File: src/rtl/seg_time_decoder.sv
// Receive-side monitor for a 24-hour seven-segment clock: decodes sampled digits,
// flags illegal patterns and impossible times, and tracks one-minute advancement.
module seg_time_decoder #(
  parameter int unsigned LOCK_COUNT = 2,
  parameter int unsigned ERR_W      = 8
) (
  input  logic             clk,
  input  logic             rst,
  input  logic             sample,
  input  logic [6:0]       sh1,
  input  logic [6:0]       sh0,
  input  logic [6:0]       sm1,
  input  logic [6:0]       sm0,
  output logic [3:0]       h1,
  output logic [3:0]       h0,
  output logic [3:0]       m1,
  output logic [3:0]       m0,
  output logic             bad_seg,
  output logic             bad_time,
  output logic             seq_err,
  output logic             locked,
  output logic [ERR_W-1:0] err_count
);

  localparam int unsigned MCNT_W = (LOCK_COUNT < 2) ? 1 : $clog2(LOCK_COUNT + 1);

  typedef enum logic [1:0] {S_UNLOCKED, S_ARMED, S_TRACK} state_t;

  // Segment order {a,b,c,d,e,f,g}; anything outside the ten digit glyphs is F.
  function automatic logic [3:0] seg_dec(input logic [6:0] s);
    case (s)
      7'b1111110: seg_dec = 4'd0;
      7'b0110000: seg_dec = 4'd1;
      7'b1101101: seg_dec = 4'd2;
      7'b1111001: seg_dec = 4'd3;
      7'b0110011: seg_dec = 4'd4;
      7'b1011011: seg_dec = 4'd5;
      7'b1011111: seg_dec = 4'd6;
      7'b1110000: seg_dec = 4'd7;
      7'b1111111: seg_dec = 4'd8;
      7'b1111011: seg_dec = 4'd9;
      default:    seg_dec = 4'hF;
    endcase
  endfunction

  // BCD HH:MM plus one minute, 23:59 wrapping to 00:00.
  function automatic logic [15:0] next_time(input logic [15:0] t);
    logic [3:0] th1, th0, tm1, tm0;
    {th1, th0, tm1, tm0} = t;
    if (tm0 != 4'd9) begin
      tm0 = tm0 + 4'd1;
    end else begin
      tm0 = 4'd0;
      if (tm1 != 4'd5) begin
        tm1 = tm1 + 4'd1;
      end else begin
        tm1 = 4'd0;
        if (th1 == 4'd2 && th0 == 4'd3) begin
          th1 = 4'd0;
          th0 = 4'd0;
        end else if (th0 == 4'd9) begin
          th0 = 4'd0;
          th1 = th1 + 4'd1;
        end else begin
          th0 = th0 + 4'd1;
        end
      end
    end
    next_time = {th1, th0, tm1, tm0};
  endfunction

  state_t             r_state, w_state_nx;
  logic [MCNT_W-1:0]  r_mcnt, w_mcnt_nx, w_mcnt_inc;
  logic [15:0]        r_time, w_time_nx;
  logic [15:0]        r_prev, w_prev_nx;
  logic               r_bad_seg, w_bad_seg_nx;
  logic               r_bad_time, w_bad_time_nx;
  logic               r_seq_err, w_seq_err_nx;
  logic               r_locked;
  logic [ERR_W-1:0]   r_err, w_err_nx;

  logic [3:0]  w_h1, w_h0, w_m1, w_m0;
  logic [15:0] w_cur, w_exp;
  logic        w_seg_ok, w_range_ok, w_valid, w_match;

  assign w_h1       = seg_dec(sh1);
  assign w_h0       = seg_dec(sh0);
  assign w_m1       = seg_dec(sm1);
  assign w_m0       = seg_dec(sm0);
  assign w_cur      = {w_h1, w_h0, w_m1, w_m0};
  assign w_seg_ok   = (w_h1 != 4'hF) && (w_h0 != 4'hF) && (w_m1 != 4'hF) && (w_m0 != 4'hF);
  assign w_range_ok = (w_h1 <= 4'd2) && !(w_h1 == 4'd2 && w_h0 > 4'd3) && (w_m1 <= 4'd5);
  assign w_valid    = w_seg_ok && w_range_ok;
  assign w_exp      = next_time(r_prev);
  assign w_match    = (w_cur == w_exp);
  assign w_mcnt_inc = r_mcnt + MCNT_W'(1);

  always_ff @(posedge clk or posedge rst) begin
    if (rst) begin
      r_state    <= S_UNLOCKED;
      r_mcnt     <= '0;
      r_time     <= '0;
      r_prev     <= '0;
      r_bad_seg  <= 1'b0;
      r_bad_time <= 1'b0;
      r_seq_err  <= 1'b0;
      r_locked   <= 1'b0;
      r_err      <= '0;
    end else begin
      r_state    <= w_state_nx;
      r_mcnt     <= w_mcnt_nx;
      r_time     <= w_time_nx;
      r_prev     <= w_prev_nx;
      r_bad_seg  <= w_bad_seg_nx;
      r_bad_time <= w_bad_time_nx;
      r_seq_err  <= w_seq_err_nx;
      r_locked   <= (w_state_nx == S_TRACK);
      r_err      <= w_err_nx;
    end
  end

  // Lock FSM and flag generation; nothing moves without a sample strobe.
  always_comb begin
    w_state_nx    = r_state;
    w_mcnt_nx     = r_mcnt;
    w_time_nx     = r_time;
    w_prev_nx     = r_prev;
    w_bad_seg_nx  = 1'b0;
    w_bad_time_nx = 1'b0;
    w_seq_err_nx  = 1'b0;
    w_err_nx      = r_err;
    if (sample) begin
      w_time_nx     = w_cur;
      w_bad_seg_nx  = !w_seg_ok;
      w_bad_time_nx = w_seg_ok && !w_range_ok;
      if (w_valid) w_prev_nx = w_cur;
      case (r_state)
        S_UNLOCKED: begin
          if (w_valid) begin
            w_state_nx = S_ARMED;
            w_mcnt_nx  = '0;
          end
        end
        S_ARMED: begin
          if (!w_valid) begin
            w_state_nx = S_UNLOCKED;
            w_mcnt_nx  = '0;
          end else if (w_match) begin
            w_mcnt_nx = w_mcnt_inc;
            if (w_mcnt_inc == MCNT_W'(LOCK_COUNT)) w_state_nx = S_TRACK;
          end else begin
            w_mcnt_nx = '0;
          end
        end
        S_TRACK: begin
          if (!w_valid) begin
            w_state_nx = S_UNLOCKED;
            w_mcnt_nx  = '0;
          end else if (!w_match) begin
            w_seq_err_nx = 1'b1;
            w_state_nx   = S_ARMED;
            w_mcnt_nx    = '0;
          end
        end
        default: begin
          w_state_nx = S_UNLOCKED;
          w_mcnt_nx  = '0;
        end
      endcase
      if ((w_bad_seg_nx || w_bad_time_nx || w_seq_err_nx) && (r_err != {ERR_W{1'b1}}))
        w_err_nx = r_err + ERR_W'(1);
    end
  end

  assign {h1, h0, m1, m0} = r_time;
  assign bad_seg   = r_bad_seg;
  assign bad_time  = r_bad_time;
  assign seq_err   = r_seq_err;
  assign locked    = r_locked;
  assign err_count = r_err;

endmodule

File: config.mk
export PLATFORM = sky130hd
export DESIGN_NAME = seg_time_decoder
export DESIGN_NICKNAME = d
export VERILOG_FILES = /design/src/rtl/seg_time_decoder.sv
export SDC_FILE = /design/constraint.sdc
export NUM_CORES = 1
export LEC_CHECK = 0
export ABC_AREA = 1
export ABC_CLOCK_PERIOD_IN_PS = 4300
export BUFFER_PORTS_ARGS = -buffer_cell sky130_fd_sc_hd__buf_4
export CORE_UTILIZATION = 55
export CTS_CLUSTER_DIAMETER = 60
export DETAILED_ROUTE_END_ITERATION = 10
export GPL_ROUTABILITY_DRIVEN = 0
export PLACE_DENSITY = 0.81
export SLEW_MARGIN = 40
export SYNTH_ARGS = -nofsm -noshare
export SYNTH_HDL_FRONTEND = slang
export SYNTH_SLANG_ARGS = --single-unit
export TNS_END_PERCENT = 10
File: constraint.sdc
create_clock -name clk -period 4.3 [get_ports clk]
set_clock_uncertainty 0.2 [all_clocks]
set_input_delay 0.86 -clock clk [delete_from_list [all_inputs] [get_ports clk]]
set_output_delay 0.86 -clock clk [all_outputs]
set_load 0.05 [all_outputs]
# Word-level counts from Yosys, hierarchy flattened
# Cells that the tools add are included.
[totals]
input_bits = 31
word_cells = 131
reg_bits = 48
output_inout_bits = 28
[classes]
order_cmp = 3
n_reduce_logical = 19
muxes = 36
n_eq_ne = 58
addsub = 6
[op_table]
columns = ["operator", "n"]
rows = [
  ["7-bit == test, second input constant", 32],
  ["4-bit case mux with 10 select lines", 4],
  ["7-bit by 6-bit == test with 1-bit output, second input constant", 8],
  ["4-bit 2-to-1 mux", 11],
  ["2-bit 2-to-1 mux", 12],
  ["4-bit inequality test, second input constant", 5],
  ["4-bit by 1-bit adder with 4-bit output, second input constant", 4],
  ["16-bit == test", 1],
  ["4-bit by 2-bit == test with 1-bit output, second input constant", 3],
  ["2-bit case mux with 3 select lines", 2],
  ["1-bit logical AND", 10],
  ["8-bit by 1-bit adder with 8-bit output, second input constant", 1],
  ["8-bit inequality test, second input constant", 1],
  ["1-bit 2-to-1 mux", 7],
  ["2-bit == test, second input constant", 3],
  ["4-bit == test, second input constant", 1],
  ["4-bit by 2-bit > comparator with 1-bit output, second input constant", 1],
  ["4-bit by 2-bit less-or-equal comparator with 1-bit output, second input constant", 1],
  ["4-bit by 3-bit less-or-equal comparator with 1-bit output, second input constant", 1],
  ["4-bit by 3-bit inequality test with 1-bit output, second input constant", 1],
  ["2-bit AND reduction", 2],
  ["1-bit logical NOT", 3],
  ["3-bit inequality test, second input constant", 1],
  ["3-bit AND reduction", 1],
  ["other kinds (5)", 6],
]

# Longest topological paths before layout
[logic_depth]
word_depth = 14
depth_mapped = 22
mapped_depth_nobuf = 22

# Least setup slack after synthesis
# Ideal clock, no wire load.
[synth_path]
kind = "in2reg"
start = "in sm1[2]"
end = "reg r_err[4], in the netlist err_count[4]"
path_buffers = 1
t_required_ps = 3977
path_stages = 19
arrival_ps = 2389
path_slack_ps = 1588
path_cell_list = "nor2_1 -> nand2_1 -> o21ai_1 -> nor2_1 -> nand2_2 -> buf_6 -> nand2_1 -> nand2_1 -> nand2_1 -> nor2_1 -> nand2_1 -> nor2_2 -> nand2_2 -> nand2_2 -> nand2_2 -> nand2_4 -> inv_4 -> nand2_1 -> o21ai_1"
[synth_via]
elab_chain_len = 12
word_cells_on_any_way = 29
cone_classes = "1 x order compare; 12 x eq/ne; 5 x mux; 11 x reduce/logical"
[synth_lines]
columns = ["item", "line", "rtl"]
rows = [
  ["start, declared", "12", "input logic [6:0] sm1,"],
  ["7-bit == test / 7-bit by 6-bit == test with 1-bit output (equally long branches)", "31", "case (s)"],
  ["4-bit case mux with 10 select lines (*)", "31", ""],
  ["branches (longest 7 deep; another with 4-bit by 3-bit less-or-equal comparator with 1-bit output)", "n/a", ""],
  ["1-bit logical OR (*)", "170", "if ((w_bad_seg_nx || w_bad_time_nx || w_seq_err_nx) && (r_err != {ERR_W{1'b1}}))"],
  ["1-bit logical AND (*)", "170", ""],
  ["2-bit AND reduction (no source line) (*)", "n/a", ""],
  ["end signal, assigned", "118", "r_err <= w_err_nx;"],
  ["end, declared", "80", "logic [ERR_W-1:0] r_err, w_err_nx;"],
]
# Every way passes the cells marked *. The select of a mux whose other input is x is not followed.
# A chain may end at the register's enable or synchronous reset.

# Final worst setup path
[layout_path]
start = "in sh0[6]"
end = "reg r_err[4], in the netlist err_count[4]"
[layout_via]
elab_chain_len = 14
word_cells_on_any_way = 33
cone_classes = "1 x order compare; 12 x eq/ne; 5 x mux; 15 x reduce/logical"
[layout_lines]
columns = ["item", "line", "rtl"]
rows = [
  ["start, declared", "11", "input logic [6:0] sh0,"],
  ["7-bit == test / 7-bit by 6-bit == test with 1-bit output (equally long branches)", "31", ""],
  ["4-bit case mux with 10 select lines (*)", "31", ""],
  ["4-bit by 2-bit > comparator with 1-bit output", "92", "assign w_range_ok = (w_h1 <= 4'd2) && !(w_h1 == 4'd2 && w_h0 > 4'd3) && (w_m1 <= 4'd5);"],
  ["1-bit logical AND", "92", ""],
  ["1-bit logical NOT", "92", ""],
  ["1-bit logical AND (2 in a row)", "92", ""],
  ["1-bit logical AND", "93", "assign w_valid = w_seg_ok && w_range_ok;"],
  ["1-bit 2-to-1 mux", "156", "if (!w_valid) begin"],
  ["1-bit 2-to-1 mux", "137", "case (r_state)"],
  ["1-bit 2-to-1 mux", "132", "if (sample) begin"],
  ["1-bit logical OR (*)", "170", ""],
  ["1-bit logical AND (*)", "170", ""],
  ["2-bit AND reduction (no source line) (*)", "n/a", ""],
]
# Every way passes the cells marked *; elsewhere a longest branch is shown, timed or not. The select of a mux whose other input is x is not followed.

==> results.json <==
{
  "outcome": "completed",
  "area_growth_pct": 17.0,
  "grt_use_total": 0.255,
  "netlist_area_mm2": 0.00390,
  "first_pass_iters": 5,
  "ant_nets": 0,
  "portBuffers": 58,
  "diodes": 0,
  "period_share": 0.672,
  "critical-path-top-delay-family": "simple AND/OR/NAND/NOR gates",
  "via_count": 4110,
  "synth_fp_nets": 680,
  "synth.distinct_cells": 32,
  "dieArea_mm2": 0.00743,
  "hold_class": "flip-flop to flip-flop",
  "grt_max_degree": 49,
  "crit_arrival_ps": 2900,
  "synth_common_cells": "nand2_1 (206), nor2_1 (106), inv_1 (91), nand3_1 (62), dfrtp_1 (48)",
  "cts_tree": "built",
  "yosys.cell_count.top_type": "nand2_1",
  "slowest_stage": "nor2_2",
  "cts_hold_buf": 0,
  "synthCells": 643,
  "stdcell_area_mm2": 0.00456,
  "start_kind": "primary input",
  "async_reset_ff_frac": 1.00,
  "cts_sinks": 48,
  "endpoint_kind": "flip-flop",
  "crit_type": "primary input to flip-flop",
  "grt_pass1_wl_mm": 15.3,
  "wire_per_inst_um": 11.4,
  "core_area_mm2": 0.00683,
  "fin_nets": 739,
  "die_h_um": 86.2,
  "vias_per_cell": 5.14,
  "multi_input_area_mm2": 0.00229,
  "finalHoldViolCount": 0,
  "rsz0062_at_grt": "false",
  "drt_iter0_drc": 238,
  "die_x_um": 86.2,
  "start_util": 0.571,
  "overflow": 0,
  "n_fill_cell": 643,
  "syn_avg_cell_area_um2": 6.06,
  "synth_top_area_share": 0.308,
  "cts_buffer_depth": 2,
  "worstPathMaxFanout": 10,
  "synth_warnings": 0,
  "max_freq_mhz": 346,
  "yosys.area.top_type": "dfrtp_1",
  "report.final.slew_viol_count": 0,
  "dp_hpwl_mm": 6.94,
  "synth-main-ff-cell": "dfrtp_1",
  "cts_setup_buffers": 0,
  "clk_pin_slew_ps": 100,
  "crit_top_cell": "nand2_1",
  "ys_seq_area_frac": 0.308,
  "ff_latch_area_mm2": 0.00120,
  "layout_min_cycle_time_ps": 2890,
  "clk_latency_ps": 310,
  "powerDensity_mw_per_mm2": 290,
  "ios": 59,
  "final.setup.tns_ps": 0,
  "synth.area.top_cells": "dfrtp_1 (31%), nand2_1 (20%), nor2_1 (10%)",
  "maxCapViolCount": 0,
  "cts-root-buf": "clkbuf_8",
  "critical-path-max-stage-delay_ps": 270,
  "cts_resized": 0,
  "rows": 30,
  "ys_seq_elements": 48,
  "drc": 0,
  "p_leak_nw": 2.44,
  "worst_slew_margin_rel": 0.603,
  "worst_slew_pin_slew_ps": 596,
  "critPathBufInv": 2,
  "setup_viol": 0,
  "cts_inserted_buffers": 5,
  "worstPathCellList": "buf_4, nand2_1, nor2_2, nand2_1, nand3_1, nor2_2, nand2_4, nand3_1, nand2_1, nor2_1, nand2_1, nor2_2, nand2_2, nand2_2, nand2_2, nand2_4, inv_4, nand2_1, o21ai_1",
  "dpl_cell_area_mm2": 0.00442,
  "crit_required_ps": 4310,
  "htree_levels": 2,
  "synth_edf_count": 0,
  "peakVddDrop_mv": 0.114,
  "utilization": 0.668,
  "drt_wl_total_mm": 9.09,
  "grt_pass1_vias": 3568,
  "layout-drive-gt1-share": 0.148,
  "antenna_found_initial": 0
}
-- power by group --
group	internal [mW]	switching, mW
clock network	0.234	0.168
logic	0.121	0.272
registers	0.490	0.0372
total	0.844	0.477
-- cell families after synthesis --
family / after synthesis / synth area share
AND/OR/NAND/NOR: 426 / 0.477
flip-flops: 48 / 0.308
adder cells (fa/ha/maj): 6 / 0.0193
AO/OA/AOI/OAI: 53 / 0.0745
buffers and inverters: 102 / 0.103
XOR/XNOR: 8 / 0.0180
-- layer usage --
layer | share of wire | track usage | vias to the layer above
met5 | 0 | 0 | -
met4 | 0.025 | 0.0848 | 0
met3 | 0.046 | 0.0333 | 24
met2 | 0.47 | 0.448 | 124
met1 | 0.46 | 0.324 | 1834
li1 | - | - | 2128
-- state kept, by name, summed over array words and instances, names as in the netlist --
| name | count |
|---|---|
| r_prev | 16 |
| r_time | 16 |
| err_count | 8 |
| r_mcnt | 2 |
| r_state | 2 |
| bad_seg | 1 |
| bad_time | 1 |
| locked | 1 |
| seq_err | 1 |
-- cell usage in the layout (no fill, tap or decap), types with 7 or more instances in the layout --
cell type,Yosys,layout
a31oi_1,10,10
nand4_1,8,8
o21ai_1,12,12
nand3_1,62,62
inv_1,91,90
nor2_2,13,13
nand2_2,7,7
nor2_1,106,106
o21ai_0,20,20
dfrtp_1,48,48
buf_4,0,60
nand2_1,206,206
a21oi_1,7,7
-- tightest hold or removal path: cells and delay by family, from the launching register on --
family | cells | cell delay (ps)
compound gates | 1 | 60
simple gates | 1 | 50
flops | 1 | 360
-- layout make-up --
| cell class | count | area share |
|---|---|---|
| multi-input combinational | 493 | 0.503 |
| sequential | 48 | 0.263 |
| timing repair buffer | 60 | 0.0987 |
| inverter | 94 | 0.0784 |
| tap | 96 | 0.0263 |
| clock buffer | 5 | 0.0151 |
| clock inverter | 3 | 0.0151 |
-- final timing paths --
path	from	to	slack (ps)	depth (start not counted)
worst max-delay path	sh0[6]	err_count[4]	1410	19
worst min-delay path	r_time[12]	r_time[12]	300	2
worst max register to register	r_prev[2]	err_count[4]	1510	20
worst min register to register	r_time[12]	r_time[12]	300	2
max in group asynchronous	rst	r_prev[15]	3070	2
min in group asynchronous	rst	r_time[1]	390	2
-- stage by stage --
step                setup slack, ps  power [mW]  cells  hold slack [ps]
floorplan                      1590       0.798    643              280
global placement               1200       0.918    791              269
detailed placement             1130       0.929    791              282
CTS                            1460        1.32    799              306
global route                   1150        1.38    799              360
finish                         1410        1.32    799              297
No activity file was read; power rests on OpenSTA's default activity.
